<file path="src/rtl/halflife_timer_p.sv">
// halflife_timer_p: a prescaled counter that counts up, counts down or halves a
// quantity. It runs while en is high and stops in a terminal state that only load
// or rst can clear.
// Ports: clk/rst (sync, active high); en, mode, load, load_val and period are
// controls. value and halvings are registered state. zero and busy are decoded
// from the registers. done is a one-cycle registered pulse when the count reaches
// its terminal condition.
module halflife_timer_p #(
  parameter int WIDTH   = 8,
  parameter int PRESC_W = 16,
  parameter int HALV_W  = 4,
  parameter int WRAP    = 0
) (
  input  logic               clk,
  input  logic               rst,
  input  logic               en,
  input  logic [1:0]         mode,
  input  logic               load,
  input  logic [WIDTH-1:0]   load_val,
  input  logic [PRESC_W-1:0] period,
  output logic [WIDTH-1:0]   value,
  output logic [HALV_W-1:0]  halvings,
  output logic               zero,
  output logic               done,
  output logic               busy
);

  localparam logic [WIDTH-1:0]   VMAX  = '1;
  localparam logic [HALV_W-1:0]  HMAX  = '1;
  localparam logic [WIDTH-1:0]   ONE_V = 1;
  localparam logic [HALV_W-1:0]  ONE_H = 1;
  localparam logic [PRESC_W-1:0] ONE_P = 1;

  logic [PRESC_W-1:0] pres_cnt;
  logic               terminal;
  logic               tick;
  logic [WIDTH-1:0]   value_nxt;
  logic [HALV_W-1:0]  halv_nxt;
  logic               term_hit;
  logic               done_hit;

  // The >= compare means that lowering period below the running count fires on
  // the next enabled cycle. The prescaler therefore never wraps through its full range.
  assign tick = en && !terminal && (pres_cnt >= period);

  // Compute the state that a tick in the current mode would commit.
  always_comb begin
    value_nxt = value;
    halv_nxt  = halvings;
    term_hit  = 1'b0;
    done_hit  = 1'b0;
    case (mode)
      2'b01: begin
        if (WRAP != 0) begin
          // The wrap to zero is reported but the count keeps going.
          value_nxt = value + ONE_V;
          done_hit  = (value == VMAX);
        end else begin
          if (value != VMAX) value_nxt = value + ONE_V;
          term_hit = (value_nxt == VMAX);
          done_hit = term_hit;
        end
      end
      2'b10: begin
        if (value != '0) value_nxt = value - ONE_V;
        term_hit = (value_nxt == '0);
        done_hit = term_hit;
      end
      2'b11: begin
        value_nxt = value >> 1;
        // The step that empties the quantity (1 -> 0, or 0 -> 0) is not
        // counted as an elapsed half-life.
        if ((value_nxt != '0) && (halvings != HMAX)) halv_nxt = halvings + ONE_H;
        term_hit = (value_nxt == '0);
        done_hit = term_hit;
      end
      default: ;
    endcase
  end

  always_ff @(posedge clk) begin
    if (rst) begin
      value    <= '0;
      halvings <= '0;
      pres_cnt <= '0;
      done     <= 1'b0;
      terminal <= 1'b0;
    end else if (load) begin
      // Load wins over a coincident tick. That tick is dropped.
      value    <= load_val;
      halvings <= '0;
      pres_cnt <= '0;
      done     <= 1'b0;
      terminal <= 1'b0;
    end else begin
      done <= 1'b0;
      if (en && !terminal) pres_cnt <= tick ? '0 : pres_cnt + ONE_P;
      if (tick) begin
        value    <= value_nxt;
        halvings <= halv_nxt;
        done     <= done_hit;
        if (term_hit) terminal <= 1'b1;
      end
    end
  end

  assign zero = (value == '0);
  assign busy = en && (mode != 2'b00) && !terminal;

endmodule

</file>
<file path="config.mk">
export PLATFORM = sky130hd
export DESIGN_NAME = halflife_timer_p
export DESIGN_NICKNAME = d
export VERILOG_FILES = /design/src/rtl/halflife_timer_p.sv
export SDC_FILE = /design/constraint.sdc
export NUM_CORES = 1
export LEC_CHECK = 0
export BUFFER_PORTS_ARGS = -buffer_cell sky130_fd_sc_hd__buf_2
export CAP_MARGIN = 10
export CORE_MARGIN = 8
export CORE_UTILIZATION = 56
export DETAILED_ROUTE_END_ITERATION = 16
export MAX_ROUTING_LAYER = met4
export PLACE_DENSITY = 0.82
export REMOVE_ABC_BUFFERS = 1
export SYNTH_ARGS = -nofsm -noshare
export SYNTH_HDL_FRONTEND = slang
export SYNTH_SLANG_ARGS = --single-unit
</file>
<file path="constraint.sdc">
create_clock -name clk -period 2.7 [get_ports clk]
set_input_delay 0.405 -clock clk [delete_from_list [all_inputs] [get_ports clk]]
set_output_delay 0.405 -clock clk [all_outputs]
set_load 0.05 [all_outputs]
</file>
==> flow_metrics.py, run 1 <==
metrics = {
    "run_status": {
        "status": "finished, final reports clean",
    },
    "sta": {
        "fin_crit_ns": 2.44,
        "worst_pin_slew_ns": 0.512,
        "holdWs_ns": 0.390,
        "period_share": 0.904,
        "finClkSkew_ns": 0.00535,
        "maxSlewHeadroom": 0.656,
        "setup-violations-final": 0,
        "setup_tns_ns": 0,
        "hold_viol": 0,
        "grt_setup_unrepaired": "no",
        "slew_violations": 0,
        "fmax_mhz": 410,
    },
    "cells_and_area": {
        "fin_nets": 421,
        "fin_util": 0.668,
        "syn2layout_area_growth_pct": 16.2,
        "drive_gt1_frac": 0.191,
        "antenna_cells": 0,
    },
    "logic_synthesis": {
        "netlist_area_sq_um": 2470,
        "synthFlopType": "dfxtp_1",
        "syn-instance-count": 324,
        "yosysSeqAreaShare": 0.243,
        "syn_avg_cell_area_sq_um": 7.62,
        "synth_edf_count": 0,
        "synth_seq_cells": 30,
        "async_reset_ff_frac": 0,
        "yosysWarnings": 0,
        "netlist-cell-type-count": 57,
    },
    "cts": {
        "cts_hold_buf": 0,
        "cts-resized-gates": 0,
        "cts_sinks": 30,
        "clock_path_buffers": 2,
        "cts_inserted_buffers": 5,
        "insertion_delay_ns": 0.28,
        "htreeDepth": 2,
        "cts_root_buf": "clkbuf_8",
        "post-cts-setup-buffers": 0,
        "clkTransAtPathRegs_ns": 0.07,
        "cts_tree": "done",
    },
    "critical_path": {
        "endpoint_kind": "register",
        "crit_required_ns": 2.91,
        "worstPathMaxFanout": 14,
        "critPathLaunchType": "register",
        "criticalPathCategory": "register to register",
        "crit_arrival_ns": 2.65,
    },
    "pwr": {
        "clkPwrFrac": 0.338,
        "p_total_w": 0.00111,
        "powerDensity_nw_per_um2": 387,
        "comb_power_share": 0.239,
        "switching_share": 0.318,
        "intPower_w": 0.000757,
        "leakage_nw": 1.27,
        "net-switching-power_w": 0.000353,
        "vdd_drop_max_mv": 0.235,
        "p_seq_frac": 0.423,
    },
    "placed_design": {
        "io_buffer_count": 44,
        "place_congestion": 0.979,
        "dp_hpwl_um": 4930,
    },
    "global_routing": {
        "grt_pass1_wl_um": 11000,
        "grt_pass1_vias": 2419,
        "overflow": 0,
        "grt_start_max_net_pins": 19,
        "grt_usage": 0.206,
        "antenna_found_initial": 0,
    },
    "drt": {
        "vias": 2599,
        "detail-route-antenna-nets": 0,
        "drcViolationCount": 0,
        "drt_iter0_markers": 208,
        "wl_per_cell_um": 15.1,
        "avgViaCountPerCell": 6.13,
        "wl_um": 6420,
        "drt_pass1_iterations": 4,
    },
    "floorplanning": {
        "fp.dieW_um": 82.4,
        "die_y_um": 82.4,
        "core-area_sq_um": 4290,
        "start_util": 0.575,
        "pin_count": 45,
        "rows": 24,
        "dieArea_sq_um": 6790,
    },
    "flow_run": {
        "cap_viol_max_count": 0,
    },
    "worst_hold_path": {
        "min_path_type": "input port to register",
    },
}
## critical path, stage by stage, from the launching register on
cell       delay (ns)
dfxtp_1          0.39
inv_1            0.06
ha_1             0.26
nand2b_1         0.14
a2111oi_0        0.43
nor4_1           0.15
o21ba_2          0.34
or4b_1           0.51
o211ai_1         0.09
## final cells by class
cell class,count,area [sq um]
Multi-Input combinational cell,250,1690
Clock buffer,6,82.6
Timing Repair Buffer,57,318
Tap cell,52,65.1
Sequential cell,30,601
Inverter,27,101
Fill cell,362,1430
Clock inverter,2,12.5
## through the flow
stage / setup slack (ns) / cell area [sq um] / cells
after floorplan: -0.142 / 2390 / 307
after global routing: 0.0945 / 2870 / 424
after global placement: 0.195 / 2770 / 416
after detailed placement: 0.156 / 2770 / 416
final: 0.259 / 2870 / 424
after CTS: 0.256 / 2870 / 424
## cells by family after synthesis
group / Yosys count / share of synthesized area
and+or+nand+nor: 122 / 0.257
muxes: 5 / 0.0203
AOI/OAI and AO/OA: 84 / 0.238
adders and majority gates: 20 / 0.101
DFF: 30 / 0.243
xor gates and xnor gates: 19 / 0.0674
buffers and inverters: 44 / 0.0729
## sequential cells by signal, indices dropped and copies added (netlist names)
register	flops
done	1
halvings	4
terminal	1
pres_cnt	16
value	8
## cells in the mapped netlist (3+ instances only)
cell / n / share of area
dfxtp_1: 30 / 0.24
nand2_1: 30 / 0.046
inv_1: 26 / 0.040
nor2_1: 25 / 0.038
ha_1: 20 / 0.10
o21ai_0: 18 / 0.036
nand3_1: 17 / 0.034
xor2_1: 14 / 0.050
a21oi_1: 13 / 0.026
clkbuf_1: 12 / 0.018
o211ai_1: 8 / 0.024
and4_1: 6 / 0.021
nand4_1: 6 / 0.015
or3_1: 6 / 0.015
a31oi_1: 5 / 0.013
and2_1: 5 / 0.013
mux2i_1: 5 / 0.020
nor3_1: 5 / 0.010
xnor2_1: 5 / 0.018
a211oi_1: 4 / 0.012
and3_1: 4 / 0.010
nor2b_1: 4 / 0.010
buf_2: 3 / 0.0061
nand2b_1: 3 / 0.0076
nor4_1: 3 / 0.0076
o2111ai_1: 3 / 0.011
o21a_1: 3 / 0.0091
o221ai_1: 3 / 0.011
## worst paths after layout
check | startpoint | endpoint | slack (ns) | depth (start not counted)
worst max register to register | pres_cnt[0] | value[5] | 0.26 | 8
worst min register to register | terminal | terminal | 0.47 | 2
worst max-delay path | pres_cnt[0] | value[5] | 0.26 | 8
worst min-delay path | load_val[6] | value[6] | 0.39 | 3
## layout by cell type (no fill, tap or decap), types with 4 or more instances in the layout
cell type	instances
o211ai_1	8
nor2b_1	4
dfxtp_1	30
and2_1	5
or3_1	6
buf_4	13
and4_1	6
buf_2	44
nand2_1	30
clkbuf_8	6
a211oi_1	4
nor2_1	25
nand4_1	6
o21ai_0	18
and3_1	4
nor3_1	5
inv_1	26
nand3_1	17
mux2i_1	5
a31oi_1	5
ha_1	20
a21oi_1	13
xnor2_1	5
xor2_1	14
## routing by layer
| layer | GRT usage | wire length (um) |
|---|---|---|
| met5 | - | 0 |
| met2 | 0.305 | 2900 |
| met4 | 0.0702 | 96 |
| met3 | 0.0465 | 461 |
| met1 | 0.269 | 2960 |
## power groups by stage
stage,clock network [W],registers (W),logic [W]
after global routing,0.000408,0.000471,0.000293
final,0.000375,0.000470,0.000265
after detailed placement,0,0.000479,0.000261
after CTS,0.000384,0.000469,0.000262
after floorplan,0,0.000508,0.000139
after global placement,0,0.000479,0.000256
Note: power is estimated with default switching activity, not from simulation.
==> run 2: changes to the inputs <==
==> constraint.sdc (replaced) <==
create_clock -name clk -period 2.7 [get_ports clk]
set_input_delay 0.135 -clock clk [delete_from_list [all_inputs] [get_ports clk]]
set_output_delay 0.135 -clock clk [all_outputs]
set_load 0.05 [all_outputs]
==> run 2 against run 1 <==
Power is 7.1% higher. Global-route usage is 0.61 points higher. Setup slack worse by 0.043 ns. Sequential power hardly changed. Critical path type unchanged. Largest power group unchanged.
==> flow_metrics.py, run 2 (synthesized netlist as in run 1, its figures left out) <==
metrics = {
    "run_status": {
        "status": "finished, final reports clean",
    },
    "floorplanning": {
        "die_y_um": 82.4,
        "dieArea_sq_um": 6790,
        "start_util": 0.575,
        "core-area_sq_um": 4290,
        "pin_count": 45,
        "rows": 24,
        "fp.dieW_um": 82.4,
    },
    "pwr": {
        "vdd_drop_max_mv": 0.341,
        "comb_power_share": 0.227,
        "powerDensity_nw_per_um2": 410,
        "clkPwrFrac": 0.379,
        "intPower_w": 0.000825,
        "net-switching-power_w": 0.000363,
        "p_seq_frac": 0.394,
        "switching_share": 0.306,
        "leakage_nw": 1.29,
    },
    "cts": {
        "clkTransAtPathRegs_ns": 0.07,
        "insertion_delay_ns": 0.28,
        "cts_sinks": 30,
        "cts_root_buf": "clkbuf_8",
        "post-cts-setup-buffers": 0,
        "cts_hold_buf": 0,
        "cts-resized-gates": 0,
        "clock_path_buffers": 2,
        "cts_inserted_buffers": 5,
        "cts_tree": "done",
        "htreeDepth": 2,
    },
    "sta": {
        "fmax_mhz": 403,
        "hold_viol": 0,
        "worst_pin_slew_ns": 0.529,
        "holdWs_ns": 0.122,
        "grt_setup_unrepaired": "no",
        "maxSlewHeadroom": 0.647,
        "finClkSkew_ns": 0.00559,
        "setup-violations-final": 0,
        "period_share": 0.920,
        "worst_slack_ns": 0.216,
        "slew_violations": 0,
        "fin_crit_ns": 2.48,
    },
    "cells_and_area": {
        "top_regs": "pres_cnt: 16 flops, value: 8 flops, halvings: 4 flops",
        "n_fill_cell": 369,
        "antenna_cells": 0,
        "fin_cells": 426,
        "regMostFlops": "pres_cnt",
        "mostFrequentLayoutCells": "44 x buf_2, 30 x nand2_1, 30 x dfxtp_1",
        "syn2layout_area_growth_pct": 17.3,
        "largest_register_ffs": 16,
        "final_cell_area_sq_um": 2900,
        "fin_nets": 423,
        "final_common_cell": "buf_2",
        "drive_gt1_frac": 0.195,
    },
    "critical_path": {
        "cp_top_family": "compound AO/OA/AOI/OAI gates",
        "critPathSlowestCell": "a2111oi_0",
        "rrSetupSlack_ns": 0.22,
        "path_cells": "inv_1 -> ha_1 -> nand2b_1 -> a2111oi_0 -> nor4_1 -> o21ba_2 -> or4b_1 -> o211ai_1",
        "critPathLaunchType": "register",
        "crit_required_ns": 2.91,
        "path_buf_inv": 1,
        "worstPathMaxFanout": 14,
        "crit_arrival_ns": 2.69,
        "max_stage_delay_ns": 0.50,
        "endpoint_kind": "register",
        "criticalPathCategory": "register to register",
    },
    "flow_run": {
        "cap_viol_max_count": 0,
    },
    "drt": {
        "wl_per_cell_um": 15.7,
        "drcViolationCount": 0,
        "drt_pass1_iterations": 5,
        "wl_um": 6670,
        "drt_iter0_markers": 330,
        "vias": 2602,
        "avgViaCountPerCell": 6.11,
        "detail-route-antenna-nets": 0,
    },
    "placed_design": {
        "place_area_sq_um": 2770,
        "dp_cells": 416,
        "io_buffer_count": 44,
        "dp_hpwl_um": 4980,
        "pre_cts_slack_ns": 0.186,
        "place_congestion": 1.03,
    },
    "global_routing": {
        "antenna_found_initial": 0,
        "overflow": 0,
        "grt_start_max_net_pins": 19,
        "grt_pass1_vias": 2447,
        "grt_pass1_wl_um": 11100,
        "grt_usage": 0.212,
    },
    "worst_hold_path": {
        "min_path_type": "input port to register",
    },
}
==> run 2: final timing paths <==
| check | start | end | cells past startpoint |
|---|---|---|---|
| setup / recovery | pres_cnt[0] | value[5] | 8 |
| hold / removal | load_val[7] | value[7] | 3 |
| setup reg to reg | pres_cnt[0] | value[5] | 8 |
| hold reg to reg | terminal | terminal | 2 |
==> run 2: power by group through the flow <==
stage / logic (W) / clock network [W] / registers, W
floorplan: 0.000139 / 0 / 0.000508
global placement: 0.000264 / 0 / 0.000477
detailed placement: 0.000265 / 0 / 0.000477
CTS: 0.000267 / 0.000455 / 0.000467
global route: 0.000297 / 0.000482 / 0.000469
finish: 0.000270 / 0.000451 / 0.000468
==> run 2: area by class of cell <==
| class | count | area (sq um) | area share |
|---|---|---|---|
| multi-input combinational | 250 | 1690 | 0.583 |
| timing repair buffer | 59 | 333 | 0.115 |
| clock inverter | 3 | 40.0 | 0.0138 |
| tap | 52 | 65.1 | 0.0225 |
| clock buffer | 5 | 68.8 | 0.0237 |
| sequential | 30 | 601 | 0.207 |
| inverter | 27 | 101 | 0.0350 |
==> run 2: metal layers <==
metal,part of all wire,global-route usage,vias up
li1,-,-,1281
met1,0.45,0.281,1183
met2,0.45,0.316,127
met3,0.082,0.0444,11
met4,0.016,0.0632,0
met5,0,-,-
==> run 2: metrics by stage <==
stage | setup TNS (ns) | utilization | power (W)
4_1_cts | 0 | 0.671 | 0.00119
3_3_place_gp | 0 | 0.646 | 0.000741
5_1_grt | 0 | 0.675 | 0.00125
2_1_floorplan | -0.0214 | - | 0.000647
6_report | 0 | 0.675 | 0.00119
3_5_place_dp | 0 | 0.646 | 0.000742
==> run 2: tightest hold or removal path: stages <==
cell and delay, ns:
buf_2 0.10, nand2_1 0.06, a21oi_1 0.06
==> run 3: changes to the inputs <==
--- a/config.mk
+++ b/config.mk
@@ -5,13 +5,14 @@
 export SDC_FILE = /design/constraint.sdc
 export NUM_CORES = 1
 export LEC_CHECK = 0
+export ABC_AREA = 1
 export BUFFER_PORTS_ARGS = -buffer_cell sky130_fd_sc_hd__buf_2
-export CAP_MARGIN = 10
+export CAP_MARGIN = 20
 export CORE_MARGIN = 8
-export CORE_UTILIZATION = 56
+export CORE_UTILIZATION = 57
 export DETAILED_ROUTE_END_ITERATION = 16
 export MAX_ROUTING_LAYER = met4
-export PLACE_DENSITY = 0.82
+export PLACE_DENSITY = 0.83
 export REMOVE_ABC_BUFFERS = 1
 export SYNTH_ARGS = -nofsm -noshare
 export SYNTH_HDL_FRONTEND = slang
==> run 3 against run 2 <==
Combinational power grew 13%. Count of clock-buffer cells in the layout grew 1. Clock power shrank 14%. Register-to-register slack gained 0.55 ns. Routed wire length shrank 3.0%. Non-clock buffer count shrank 15.
==> flow_metrics.py, run 3 <==
metrics = {
    "run_status": {
        "status": "finished, final reports clean",
    },
    "cells_and_area": {
        "drive_gt1_frac": 0.190,
        "fin_util": 0.649,
        "final_cell_area_sq_um": 3010,
        "antenna_cells": 0,
        "syn2layout_area_growth_pct": 12.1,
        "n_fill_cell": 451,
        "largest_register_ffs": 16,
        "top_regs": "pres_cnt: 16 flops, value: 8 flops, halvings: 4 flops",
        "mostFrequentLayoutCells": "109 x nand2_1, 64 x inv_1, 51 x nor2_1",
        "regMostFlops": "pres_cnt",
        "final_common_cell": "nand2_1",
        "fin_nets": 523,
    },
    "critical_path": {
        "cp-startpoint": "value[0]",
        "rrSetupSlack_ns": 0.77,
        "critPathSlowestCell": "dfxtp_1",
        "crit_required_ns": 2.57,
        "critPathLaunchType": "register",
        "r2r-end": "value[6]",
        "criticalPathCategory": "register to primary output",
        "r2r_start": "value[0]",
        "crit_arrival_ns": 1.83,
        "path_cells": "inv_1 -> ha_1 -> inv_1 -> nor2_2 -> nand2_4 -> nor2_8 -> buf_2",
        "endpoint_kind": "primary output",
        "critical_path.most_common_cell": "inv_1",
        "max_stage_delay_ns": 0.39,
        "r2r_cells": 13,
        "worstPathMaxFanout": 7,
        "crit_end": "zero",
    },
    "sta": {
        "period_share": 0.727,
        "worst_pin_slew_ns": 0.756,
        "finClkSkew_ns": 0.00516,
        "setup_tns_ns": 0,
        "maxSlewHeadroom": 0.495,
        "fmax_mhz": 509,
        "slew_violations": 0,
        "setup-violations-final": 0,
        "worst_slack_ns": 0.737,
        "grt_setup_unrepaired": "no",
        "hold_viol": 0,
        "fin_crit_ns": 1.96,
    },
    "worst_hold_path": {
        "min_path_type": "input port to register",
    },
    "cts": {
        "cts_root_buf": "clkbuf_8",
        "cts_tree": "done",
        "cts_sinks": 30,
        "cts_inserted_buffers": 5,
        "cts_hold_buf": 0,
        "cts-resized-gates": 0,
        "clkTransAtPathRegs_ns": 0.07,
        "clock_path_buffers": 2,
        "insertion_delay_ns": 0.29,
        "post-cts-setup-buffers": 0,
        "htreeDepth": 2,
    },
    "placed_design": {
        "dp_hpwl_um": 5130,
        "pre_cts_slack_ns": 0.780,
        "place_congestion": 0.951,
        "place_area_sq_um": 2910,
        "io_buffer_count": 44,
    },
    "logic_synthesis": {
        "yosysMostFrequentCell": "nand2_1",
        "synth_edf_count": 0,
        "syn-instance-count": 429,
        "synth.area.top_cells": "dfxtp_1 22%, nand2_1 15%, ha_1 9.3%",
        "netlist_area_sq_um": 2680,
        "synth_top_area_cell": "dfxtp_1",
        "yosysSeqAreaShare": 0.224,
        "synthFlopType": "dfxtp_1",
        "async_reset_ff_frac": 0,
        "yosysWarnings": 0,
        "synth_seq_cells": 30,
        "syn_avg_cell_area_sq_um": 6.25,
        "yosysTopAreaCellShare": 0.224,
        "netlist-cell-type-count": 37,
        "synth_common_cells": "109 x nand2_1, 64 x inv_1, 51 x nor2_1",
    },
    "floorplanning": {
        "start_util": 0.579,
        "rows": 25,
        "core-area_sq_um": 4630,
        "dieArea_sq_um": 7150,
        "fp.dieW_um": 84.6,
        "pin_count": 45,
        "die_y_um": 84.6,
    },
    "drt": {
        "drcViolationCount": 0,
        "drt_iter0_markers": 131,
        "avgViaCountPerCell": 5.28,
        "wl_um": 6480,
        "detail-route-antenna-nets": 0,
        "vias": 2789,
        "wl_per_cell_um": 12.3,
        "drt_pass1_iterations": 4,
    },
    "pwr": {
        "powerDensity_nw_per_um2": 390,
        "vdd_drop_max_mv": 0.211,
        "leakage_nw": 1.57,
    },
    "global_routing": {
        "grt_pass1_wl_um": 11100,
        "grt_start_max_net_pins": 31,
        "grt_usage": 0.189,
        "grt_pass1_vias": 2607,
        "antenna_found_initial": 0,
        "overflow": 0,
    },
    "flow_run": {
        "cap_viol_max_count": 0,
    },
}
==> run 3: cell count changes after synthesis, sizes merged, moves of 10 or more <==
cell	before	now
clkbuf	12	2
nand2	30	118
inv	27	68
xor2	14	3
nor2	25	59
a21oi	13	25
nand3	17	42
==> run 3: kinds of logic after synthesis <==
group | after synthesis | synth area share
adders and majority gates | 20 | 0.0934
buffers and inverters | 76 | 0.118
AOI/OAI and AO/OA | 47 | 0.0948
and+or+nand+nor | 251 | 0.453
DFF | 30 | 0.224
xor gates and xnor gates | 5 | 0.0163
==> run 3: layer usage <==
layer,vias up,GRT usage,part of all wire
met2,64,0.339,0.49
met1,1259,0.204,0.45
li1,1461,-,-
met4,0,0.0469,0.0088
met3,5,0.0429,0.055
met5,-,-,0
==> run 3: stage by stage <==
step                      hold slack (ns)  total power [W]  cells
after global routing                0.196          0.00124    528
after global placement              0.461         0.000788    520
final                               0.168          0.00117    528
after CTS                           0.165          0.00118    528
after floorplan                     0.318         0.000709    422
after detailed placement            0.468         0.000791    520
==> run 3: where the power goes <==
part,switching [W],internal [W],total (W)
Sequential,0.0000268,0.000453,0.000480
Clock,0.000185,0.000205,0.000390
Combinational,0.000204,0.000100,0.000304
Total,0.000416,0.000758,0.00117
==> run 3: worst min path at each step <==
stage | start | slack [ns] | cells after the start | to
global route | rst | 0.20 | 4 | terminal
finish | rst | 0.17 | 4 | terminal
global placement | load_val[3] | 0.46 | 5 | value[3]
floorplan | rst | 0.32 | 3 | terminal
CTS | rst | 0.17 | 4 | terminal
detailed placement | rst | 0.47 | 4 | terminal
==> run 3: layout make-up <==
class                      instances  area, sq um  area share
multi-input combinational        323         1760       0.587
sequential                        30          601       0.200
inverter                          69          259      0.0862
timing repair buffer              44          220      0.0733
clock buffer                       6         82.6      0.0275
tap                               54         67.6      0.0225
clock inverter                     2         12.5     0.00416
==> run 3: worst max-delay path: cells and delay by family (launching register included) <==
family,cells,cell delay (ns)
fa+ha+maj,1,0.20
buf+inv,3,0.52
flops,1,0.39
simple gates,3,0.43
